`src/rtl/pipe_pc_gen.sv`:
```
// -----------------------------------------------------------------------------
// pipe_pc_gen
// Next-PC generator for the IF stage of the pipelined CPU.
//
// Holds the program counter and chooses the next PC from, in priority order:
// a live exception, a live taken branch, a buffered (pending) late redirect,
// a decode-stage jump/call, a decode-stage return predicted by a small
// circular return-address stack (RAS), and finally the sequential pc + INC.
// Late redirects that arrive while the PC is held are parked in a one-entry
// pending register and applied on the first cycle the hold releases.
//
// Ports:
//   clock            system clock, rising edge
//   reset            synchronous, active-high reset
//   wpcir            1 = hold PC (stall), 0 = advance
//   exc              late-stage exception request
//   br_taken         late-stage taken branch
//   br_target        branch target
//   jmp              decode-stage jump
//   jmp_target       jump / call target
//   call             decode-stage call (jump + push return address)
//   ret              decode-stage return (jump to RAS top)
//   pc               current PC (registered)
//   pc_plus          pc + INC (combinational from pc)
//   redirect_pending a buffered late redirect waits for the stall to end
//   ras_empty        RAS holds no entries
//   ras_full         RAS holds RAS_DEPTH entries
// -----------------------------------------------------------------------------
module pipe_pc_gen #(
    parameter int                WIDTH     = 32,
    parameter logic [WIDTH-1:0]  RESET_PC  = {WIDTH{1'b1}} << 2,
    parameter logic [WIDTH-1:0]  EXC_VEC   = WIDTH'(32'h0000_0008),
    parameter int                INC       = 4,
    parameter int                RAS_DEPTH = 4
) (
    input  logic             clock,
    input  logic             reset,
    input  logic             wpcir,
    input  logic             exc,
    input  logic             br_taken,
    input  logic [WIDTH-1:0] br_target,
    input  logic             jmp,
    input  logic [WIDTH-1:0] jmp_target,
    input  logic             call,
    input  logic             ret,
    output logic [WIDTH-1:0] pc,
    output logic [WIDTH-1:0] pc_plus,
    output logic             redirect_pending,
    output logic             ras_empty,
    output logic             ras_full
);

    localparam int PTR_W = $clog2(RAS_DEPTH);
    localparam int CNT_W = PTR_W + 1;
    localparam logic [CNT_W-1:0] CNT_FULL = CNT_W'(RAS_DEPTH);

    // Architectural state
    logic [WIDTH-1:0] pc_r;
    logic             pend_valid_r;
    logic             pend_exc_r;
    logic [WIDTH-1:0] pend_target_r;
    logic [WIDTH-1:0] ras_mem_r [RAS_DEPTH];
    logic [PTR_W-1:0] ras_ptr_r;
    logic [CNT_W-1:0] ras_cnt_r;

    // Next-state and helper signals
    logic [WIDTH-1:0] pc_plus_s;
    logic [WIDTH-1:0] pc_nxt_s;
    logic             pend_valid_nxt_s;
    logic             pend_exc_nxt_s;
    logic [WIDTH-1:0] pend_target_nxt_s;
    logic [PTR_W-1:0] ras_ptr_nxt_s;
    logic [CNT_W-1:0] ras_cnt_nxt_s;
    logic             ras_push_s;
    logic             late_s;
    logic [WIDTH-1:0] late_target_s;
    logic [PTR_W-1:0] ras_top_idx_s;
    logic [WIDTH-1:0] ras_top_s;
    logic             ras_empty_s;
    logic             pend_accept_s;

    // Sequential increment; wraps modulo 2^WIDTH by construction.
    assign pc_plus_s     = pc_r + WIDTH'(INC);

    // Late redirect source: an exception always outranks a branch.
    assign late_s        = exc | br_taken;
    assign late_target_s = exc ? EXC_VEC : br_target;

    // The pointer addresses the next free slot, so the top sits one below it.
    assign ras_top_idx_s = ras_ptr_r - PTR_W'(1);
    assign ras_top_s     = ras_mem_r[ras_top_idx_s];
    assign ras_empty_s   = (ras_cnt_r == CNT_W'(0));

    // A buffered exception may only be displaced by another exception.
    assign pend_accept_s = late_s & (~pend_valid_r | exc | ~pend_exc_r);

    // Next-PC selection, pending-buffer update and RAS bookkeeping.
    always_comb begin
        pc_nxt_s          = pc_r;
        pend_valid_nxt_s  = pend_valid_r;
        pend_exc_nxt_s    = pend_exc_r;
        pend_target_nxt_s = pend_target_r;
        ras_ptr_nxt_s     = ras_ptr_r;
        ras_cnt_nxt_s     = ras_cnt_r;
        ras_push_s        = 1'b0;

        if (wpcir) begin
            // PC holds; only the late-redirect buffer can change.
            if (pend_accept_s) begin
                pend_valid_nxt_s  = 1'b1;
                pend_exc_nxt_s    = exc;
                pend_target_nxt_s = late_target_s;
            end else begin
                pend_valid_nxt_s  = pend_valid_r;
            end
            // Latching an exception flushes the return stack immediately.
            if (exc) begin
                ras_cnt_nxt_s = CNT_W'(0);
            end else begin
                ras_cnt_nxt_s = ras_cnt_r;
            end
        end else begin
            // On release the pending entry is either consumed or superseded
            // by a live late redirect, so it is always cleared here.
            pend_valid_nxt_s = 1'b0;
            pend_exc_nxt_s   = 1'b0;

            if (exc) begin
                pc_nxt_s      = EXC_VEC;
                ras_cnt_nxt_s = CNT_W'(0);
            end else if (br_taken) begin
                pc_nxt_s = br_target;
            end else if (pend_valid_r) begin
                pc_nxt_s = pend_target_r;
            end else if (jmp | call) begin
                pc_nxt_s = jmp_target;
                if (call) begin
                    // Circular push: when full the oldest slot is reused.
                    ras_push_s    = 1'b1;
                    ras_ptr_nxt_s = ras_ptr_r + PTR_W'(1);
                    if (ras_cnt_r != CNT_FULL) begin
                        ras_cnt_nxt_s = ras_cnt_r + CNT_W'(1);
                    end else begin
                        ras_cnt_nxt_s = ras_cnt_r;
                    end
                end else begin
                    ras_push_s = 1'b0;
                end
            end else if (ret & ~ras_empty_s) begin
                pc_nxt_s      = ras_top_s;
                ras_ptr_nxt_s = ras_top_idx_s;
                ras_cnt_nxt_s = ras_cnt_r - CNT_W'(1);
            end else begin
                pc_nxt_s = pc_plus_s;
            end
        end
    end

    // PC, pending buffer and RAS pointer/count registers.
    always_ff @(posedge clock) begin
        if (reset) begin
            pc_r          <= RESET_PC;
            pend_valid_r  <= 1'b0;
            pend_exc_r    <= 1'b0;
            pend_target_r <= '0;
            ras_ptr_r     <= '0;
            ras_cnt_r     <= '0;
        end else begin
            pc_r          <= pc_nxt_s;
            pend_valid_r  <= pend_valid_nxt_s;
            pend_exc_r    <= pend_exc_nxt_s;
            pend_target_r <= pend_target_nxt_s;
            ras_ptr_r     <= ras_ptr_nxt_s;
            ras_cnt_r     <= ras_cnt_nxt_s;
        end
    end

    // Return-address storage; written with the caller's pc + INC on a push.
    always_ff @(posedge clock) begin
        if (reset) begin
            for (int i = 0; i < RAS_DEPTH; i++) begin
                ras_mem_r[i] <= '0;
            end
        end else if (ras_push_s) begin
            ras_mem_r[ras_ptr_r] <= pc_plus_s;
        end
    end

    assign pc               = pc_r;
    assign pc_plus          = pc_plus_s;
    assign redirect_pending = pend_valid_r;
    assign ras_empty        = ras_empty_s;
    assign ras_full         = (ras_cnt_r == CNT_FULL);

endmodule

```
`config.mk`:
```
export PLATFORM = sky130hd
export DESIGN_NAME = pipe_pc_gen
export DESIGN_NICKNAME = d
export VERILOG_FILES = /design/src/rtl/pipe_pc_gen.sv
export SDC_FILE = /design/constraint.sdc
export NUM_CORES = 1
export LEC_CHECK = 0
export CAP_MARGIN = 20
export CELL_PAD_IN_SITES_DETAIL_PLACEMENT = 1
export CELL_PAD_IN_SITES_GLOBAL_PLACEMENT = 1
export CORE_MARGIN = 2
export CORE_UTILIZATION = 39
export DETAILED_ROUTE_END_ITERATION = 10
export PLACE_DENSITY = 0.75
export SYNTH_ARGS = -nofsm -noshare
export SYNTH_HDL_FRONTEND = slang
export SYNTH_SLANG_ARGS = --single-unit
```
`constraint.sdc`:
```
create_clock -name clock -period 2.9 [get_ports clock]
set_clock_uncertainty 0.2 [all_clocks]
set_input_delay 0.58 -clock clock [delete_from_list [all_inputs] [get_ports clock]]
set_output_delay 0.58 -clock clock [all_outputs]
set_load 0.05 [all_outputs]
```
==> results of run 1 <==
kinds of logic (layout without fill, tap and decap cells):
logic type,after synthesis,after routing
DFF,199,199
and+or+nand+nor,368,368
adders and majority gates,2,2
xor gates and xnor gates,34,34
AOI/OAI and AO/OA,202,202
buffers and inverters,119,324
muxes,35,35
worst max-delay path by stage:
stage / from / to / slack, ns
after floorplan: pc[3] / pc_plus[26] / -0.11
after global placement: br_taken / ras_mem_r[2][26] / 0.09
after detailed placement: pc[3] / pc_plus[20] / 0.03
after CTS: pc[2] / pc_plus[31] / -0.18
after global routing: pc[13] / pc_plus[29] / -0.24
final: pc[12] / pc_plus[29] / -0.21
metal layers:
layer / vias to the layer above / global-route usage / wire [microns]
met5: - / 0 / 0
met4: 0 / 0.142 / 1820
met3: 92 / 0.0409 / 2100
met2: 372 / 0.493 / 19200
met1: 4496 / 0.344 / 14500
li1: 3861 / - / -
placed cells by master, fill, tap and decap left out, drive strengths merged, types with 28 or more instances in the layout:
cell,count
nand2,103
inv,48
mux4,32
a21oi,56
a221oi,29
dfxtp,71
edfxtp,128
nand4,28
o21ai,53
buf,144
clkdlybuf4s50,107
nor2,162
cells in the mapped netlist, drive strengths merged (3+ instances only):
| master | number |
|---|---|
| a221o | 3 |
| nand2 | 103 |
| edfxtp | 128 |
| mux2i | 3 |
| a22oi | 4 |
| clkbuf | 59 |
| buf | 19 |
| a31oi | 8 |
| nor2 | 162 |
| inv | 41 |
| and3 | 7 |
| a211o | 9 |
| xor2 | 17 |
| nor3b | 13 |
| nand3 | 14 |
| nand2b | 10 |
| a221oi | 29 |
| o21ai | 53 |
| dfxtp | 71 |
| a311oi | 3 |
| o22ai | 15 |
| nand4 | 28 |
| xnor2 | 17 |
| or2 | 8 |
| nor3 | 14 |
| mux4 | 32 |
| a21oi | 56 |
| a211oi | 4 |
layout make-up:
type	count	area (sq um)
fillers	2710	11700
well taps	330	413
clock inverters	15	174
inverters	41	154
flip-flops and latches	199	5320
clock buffers	17	425
repair buffers	251	2470
multi-input cells	641	4470
worst min-delay path: cells and delay by family (launching register included):
kind	cells	cell delay, ns
DFF	1	0.31
and+or+nand+nor	1	0.05
AOI/OAI and AO/OA	1	0.05
power by group through the flow:
| stage | combinational [mW] | sequential (mW) | clock (mW) |
|---|---|---|---|
| final | 1.74 | 3.26 | 2.47 |
| after global routing | 1.82 | 3.27 | 2.59 |
| after CTS | 1.68 | 3.25 | 2.45 |
| after detailed placement | 1.54 | 3.32 | 0 |
| after global placement | 1.53 | 3.31 | 0 |
| after floorplan | 0.719 | 3.42 | 0 |
metrics by stage:
stage / TNS (ns) / std cells / util / power [mW] / area (sq um)
after floorplan: -0.112 / 959 / - / 4.14 / 9990
after global placement: 0 / 1427 / 0.483 / 4.84 / 12100
after detailed placement: 0 / 1427 / 0.483 / 4.87 / 12100
after CTS: -1.15 / 1489 / 0.529 / 7.39 / 13300
after global routing: -2.63 / 1494 / 0.535 / 7.68 / 13400
final: -1.71 / 1494 / 0.535 / 7.46 / 13400
repair_timing:
action                                 CTS  global route
hold buffers                             0             0
pin swaps                                9            10
resized for setup                       79            24
endpoints found under the hold margin    0             0
buffers inserted                        32             9
setup endpoints to repair               23            25
registers in the layout (all words and copies together) (netlist names):
signal and count:
pend_exc_r 1, ras_mem_r 128, pend_target_r 32, ras_cnt_r 3
ras_ptr_r 2, redirect_pending 1, pc 32
==> results.md, run 1 <==
Outcome:
- The run finished, with violations left.
- The final reports fail on setup timing.

Timing:
- On the final layout, the worst hold slack is approximately 0.26 ns.
- Subtracting the final worst setup slack from the clock period gives 3.11 ns.
- The setup slack after layout is -0.209 ns.
- The transition time at the pin with the least slew margin is 0.821 ns.
- The relative slew slack is 0.452.
- Setup violations remaining at the end of the flow were counted as 15.
- The count of final max-slew check failures is 0.
- The total count of hold-check failures in the final report came to 0.
- Setup repair after global routing could not meet its margin everywhere.
- For this run, the top clock speed supported by timing is 322 MHz.
- Of the available clock period, the critical path in the final layout requires 1.07.

Clock tree:
- The clock latency on the worst-skew pair is approximately 0.46 ns.
- The buffer cell driving the clock tree root is sky130_fd_sc_hd__clkbuf_16.
- The count of clock tree sinks is roughly 200.
- The number of levels the H-tree was split into is 4.
- The number of clock buffers added by TritonCTS is 17.
- In this run the deepest clock path goes through 2 buffers.
- After clock tree synthesis, the clock-pin slew on the worst setup and hold paths is about 0.080 ns.
- TritonCTS built the clock tree.

Yosys:
- The sequential-to-total area share from yosys stat is 0.530.
- The count of state elements after synthesis is between 150 and 200.
- In the synthesized netlist the dominant register cell turns out to be sky130_fd_sc_hd__edfxtp_1.
- The compound-gate portion of the synthesized area was 0.133.
- By area the synthesized netlist is led by sky130_fd_sc_hd__edfxtp_1, sky130_fd_sc_hd__dfxtp_1, sky130_fd_sc_hd__mux4_2.
- In this run, synthesis inferred around 130 flip-flops with an integrated enable.
- Summing every instance area after synthesis gives between 0.009 and 0.01 sq mm.
- Of the total synthesized cell area, the portion taken by full adders, half adders and majority gates is 0.00327.
- The post-synth net total is around 1000.
- The share of flip-flops with an asynchronous set or reset is 0.
- Of the total synthesized cell area, the portion taken by AND, OR, NAND and NOR gates is 0.172.
- The synthesized netlist contains 61 unique library cells.
- The share of synthesized area in the top cell type comes to 0.387.
- The post-synthesis mux area share is 0.0755.
- After synthesis, the largest family of logic cells by area is simple AND/OR/NAND/NOR gates.
- The mean post-synth cell area is approximately 10 sq um.
- Of all cell types, the one taking the most synthesized area is sky130_fd_sc_hd__edfxtp_1.
- Of the total synthesized cell area, the portion taken by XOR and XNOR cells is 0.0307.
- The yosys synthesis warning count is 0.
- The number of standard cells after synthesis is between 900 and 1000.

Placed design:
- Summed over all nets, the half-perimeter wirelength after detailed placement is ~24 mm.
- At the end of routability-driven placement, the weighted congestion stood at about 0.85.
- Input and output buffers added on the ports amount to ~140.
- At the placement stage, the worst setup path has a slack of ~0.035 ns.

Power and ir drop:
- The internal power is 4.99 mW.
- The share of power burned in registers is 0.437.
- Of the total power, the share spent switching nets is 0.332.
- The clock group share of total power is 0.331.
- Summed over all cells, the static leakage comes to roughly 5.1 nW.
- The worst-case IR drop observed on VDD is roughly 0.44 mV.
- The share of total power dissipated in combinational logic is 0.233.
- For this design the ratio of total power to cell area is approximately 560 mW/mm^2.
- The switching power of the nets is about 2.5 mW.

Drt:
- The first detailed-routing pass took 5 iterations.
- The remaining design rule violation count is 0.
- After detailed routing, the number of vias per cell comes to just under 6.
- The routed wire length is between 30 and 40 mm.
- The first routing iteration left approximately 730 violations.
- The via total after detailed routing is around 9000.
- In this run the remaining antenna-violating nets after routing total 0.
- In the final routed layout, each cell accounts on average for 25.1 microns.

Critical path:
- The number of buffers and inverters on the critical path is 2.
- The sort of element at the end of the critical path is a primary output.
- The setup check on the worst reg-to-reg path leaves a slack of 0.12 ns.
- Of all nets on the critical path, the largest fanout is 5.
- For the worst setup path, the data arrival time is about 2.3 ns.
- The largest incremental delay on the critical path is roughly 0.43 ns.
- The worst register-to-register path ends at pc[23].
- The type of the worst setup path is register to primary output.
- The cell family with the largest share of critical-path delay is simple AND/OR/NAND/NOR gates.
- The critical path crosses 7 cells after its start point.
- The number of cells on the worst reg-to-reg path is 12.
- The required time of the critical path is ~2.1 ns.
- On the critical path, the stage with the largest delay is an instance of sky130_fd_sc_hd__nor4_4.
- Walking the worst path, the cells encountered are nand4_1 > nor4_4 > and4_4 > nand3_2 > xor2_2 > inv_2 > buf_12.
- The startpoint of the worst-slack reg-to-reg timing path is pc[12].
- The sort of element at the start of the critical path is a register.

Final layout:
- 0 antenna diodes ended up in the layout.
- In the final layout, the share of cells above drive strength 1 is 0.253.
- Relative to the synthesized area, the layout overhead comes to 35.1%.
- The net total in the final layout is 1225.

Floorplanning:
- The die width is between 150 and 200 microns.
- The initial cell density of the core is 0.396.
- The full die area is ~0.027 sq mm.
- The floorplan has 58 rows.
- The total core area is 0.0251 sq mm.
- The die is around 160 microns tall.
- ~140 I/O pins were placed.

Worst hold path:
- The worst hold path terminates at pend_target_r[4].
- Along the worst hold path, the cell count comes to 2.
- The startpoint identified for the worst hold timing path is pend_target_r[4].
- The min-delay analysis places its worst path in the category register to register.

GRT:
- The global route total overflow is 0.
- The total global routing track utilization is 0.284.
- The first global-routing pass estimated ~56 mm of wire.
- Entering global routing, the biggest net connects just under 60 pins.
- The via count of the first global-routing pass is between 9000 and 10000.
- The number of antenna violations at the first check in global routing was 0.

Job:
- The total of max-cap violations is 0.
Power figures use the tool's default switching activity.
==> inputs of run 2 (changes only) <==
- SLEW_MARGIN: not set -> 20
==> results of run 2 <==
No change in the layout: final DEF, timing and power equal those of run 1.
==> inputs of run 3 (changes only) <==
- ABC_CLOCK_PERIOD_IN_PS: not set -> 2900
==> results of run 3 <==
No change in the layout: final DEF, timing and power equal those of run 1.
